<file path="src/rtl/checker_pkg.sv">
`default_nettype none
// ============================================================================
// Module      : checker_pkg
// Description : Shared state encoding and default sizes for result_checker.
// Revision    : 1.0 - initial release
// ============================================================================
package checker_pkg;

    localparam int c_default_width = 32;
    localparam int c_default_cnt_w = 16;

    typedef enum logic [1:0] {
        IDLE = 2'd0,
        RUN  = 2'd1,
        DONE = 2'd2
    } chk_state_t;

endpackage
`default_nettype wire

</file>
<file path="src/rtl/masked_compare.sv">
`default_nettype none
// ============================================================================
// Module      : masked_compare
// Description : Combinational equality of a and b over the bits set in mask.
// Revision    : 1.0 - initial release
// ============================================================================
module masked_compare
    import checker_pkg::*;
#(
    parameter int WIDTH = c_default_width
) (
    input  logic [WIDTH-1:0] a,
    input  logic [WIDTH-1:0] b,
    input  logic [WIDTH-1:0] mask,
    output logic             eq
);

    logic [WIDTH-1:0] w_diff;

    assign w_diff = (a ^ b) & mask;
    assign eq     = (w_diff == '0);

endmodule
`default_nettype wire

</file>
<file path="config.mk">
export PLATFORM = sky130hd
export DESIGN_NAME = masked_compare
export DESIGN_NICKNAME = d
export VERILOG_FILES = /design/src/rtl/checker_pkg.sv /design/src/rtl/masked_compare.sv
export SDC_FILE = /design/constraint.sdc
export NUM_CORES = 1
export LEC_CHECK = 0
export BUFFER_PORTS_ARGS = -buffer_cell sky130_fd_sc_hd__buf_2
export CORE_MARGIN = 10
export CORE_UTILIZATION = 25
export DETAILED_ROUTE_END_ITERATION = 10
export PLACE_DENSITY_LB_ADDON = 0.1
export RECOVER_POWER = 50
export SLEW_MARGIN = 20
export SYNTH_ARGS = -nofsm -noshare
export SYNTH_HDL_FRONTEND = slang
export SYNTH_SLANG_ARGS = --single-unit
</file>
<file path="constraint.sdc">
create_clock -name vclk -period 1.4
set_clock_uncertainty 0.2 [all_clocks]
set_input_delay 0.14 -clock vclk [all_inputs]
set_output_delay 0.14 -clock vclk [all_outputs]
set_load 0.03 [all_outputs]
</file>
==> results.md <==
* Hold Path Origin: mask[3]
* Final Cycle Share at 112%
* Slowest stage delay, CP at slightly above 300 ps
* TritonRoute pass-1 iters at 4
* Syn-to-layout area delta at 125%
* WL/cell at 14.6 µm
* Area leader, netlist: xor2_1
* I/O Buffers at 97
* Layout fillers at roughly 170
* Clkbuf count at 0
* Max Cap Violations at 0
* Post-route setup slack at -171 ps
* Failing checks: setup timing
* Critical Path End Type: output pin
* Critical path required time at 1060 ps
* RSZ-0062 raised after global routing: true
* Hold_buf cts at 0
* Initial Utilization at 25.9%
* Pwr/cell area at 268 mW/mm²
* IO Pins at 97
* DRC viols at 0
* Register area at 0 µm²
* CP startpoint kind: input port
* Mean Syn Cell Area at 8.26 µm²
* WHS at 519 ps
* P_leak at 0.585 nW
* CP Class: input port to output pin
* GRT overflow at 0
* Die Span X at around 60 µm
* Initial antenna violation count at 0
* Routed vias at 770
* Min-delay worst type: input port to output pin
* Crit-path cells: buf_6 > xor2_1 > a22oi_1 > nand4_1 > nor4_4 > buf_6
* Detailed Route Iter0 Violations at 11
* ANT cells at 0
* # rows at 15
* Layout Nets at 248
* Vias in the first global route at 880
* CP Data Arrival Time at 1230 ps
* Sequential fraction of the synthesis area at 0%
* Top cells by instance count after synthesis: xor2_1, a22oi_1, nand4_1
* GRT Resource Usage Total at 11.2%
* Detail Placement HPWL at 2370 µm
* VDD IR max at about 0.00014 V
* Slew Viols, Final at 0
* Seq_cells at 0
* Critical Path Most Common Cell: buf_6
* Detail Route Antenna Nets at 0
* Unique masters post-synth at 4
* Mapped Nets at around 150
* Critical-path top delay cell: nor4_4
* Final Hold Fails at 0
* Tot Pwr at 0.264 mW
* Worst-margin pin slew at 212 ps
* Overall routed net length at 2450 µm
* Share of cells above drive strength 1 at 65.3%
* Status: finished with violations
* Min cycle time layout at 1570 ps
* Slew margin rel. at a little under nine tenths
* DIE HEIGHT at 61.9 µm
* GPL Wtd Cong at 0.668
* Yosys Warn Count at 0
* Core area at 0.00169 mm²
* Crit-path max FO at 1
* Most common cell in the netlist: xor2_1
* Crit. Startpoint: a[15]
* First-pass GRT wire length at 3400 µm
* Cells after synthesis at 53
* Largest net degree at the start of global routing at 2
* Yosys top cell area share at between 60% and 70%
* Post-DR vias/cell at 4.61
* Setup violations, final at 1
* Area contributors post-synth: xor2_1, a22oi_1, nand4_1
* Fmax at approximately 0.64 GHz
* DIE AREA at 0.00383 mm²
* Mapped Area at 438 µm²
[metrics by stage]
| stage | instances | cell area [µm²] | setup WS (ps) | setup TNS, ps | util, % |
|---|---|---|---|---|---|
| floorplan | 53 | 447 | -42.8 | -42.8 | - |
| global route | 167 | 985 | -269 | -269 | 58.3 |
| finish | 167 | 985 | -171 | -171 | 58.3 |
| detailed placement | 167 | 953 | -260 | -260 | 56.4 |
| global placement | 167 | 953 | -234 | -234 | 56.4 |
| CTS | 167 | 968 | -202 | -202 | 57.3 |
[path summary, 6_finish.rpt]
kind	to	depth (start not counted)
max	eq	6
min	eq	5
[cells in the final DEF, fill, tap and decap left out]
cell	count
nor4_4	1
buf_2	92
xor2_1	32
nand4_1	4
buf_6	5
a22oi_1	16
[worst max-delay path, delay by kind of cell]
family                    cells  cell delay (ps)
buffers and inverters         2              260
xor gates and xnor gates      1              150
and+or+nand+nor               2              490
AOI/OAI and AO/OA             1              200
[where the power goes]
group	total (mW)	leakage (nW)	internal, mW	switching [mW]
Sequential	0	0	0	0
Clock	0	0	0	0
Combinational	0.264	0.585	0.166	0.0988
[kinds of logic after synthesis]
kind of cell | synth area share (%)
xor gates and xnor gates | 64.0
AOI/OAI and AO/OA | 27.4
and+or+nand+nor | 8.57
[per-layer routing]
layer	up-vias	global-route usage (%)	part of all wire, %
met4	0	0	0
li1	395	-	-
met3	0	5.69	16
met2	48	24.5	57
met5	-	0	0
met1	327	8.79	26
[area by class of cell]
cell class,count,area [µm²],share of cell area (%)
multi-input combinational,53,447,45.4
tap,17,21.3,2.16
timing repair buffer,97,517,52.5
[what timing repair did]
| action | in CTS | in global routing |
|---|---|---|
| endpoints found under the setup margin | 1 | 1 |
| pin swaps | 10 | 5 |
| resized for setup | 3 | 3 |
| setup buffers | 0 | 0 |
Note: power is estimated with default switching activity, not from simulation.
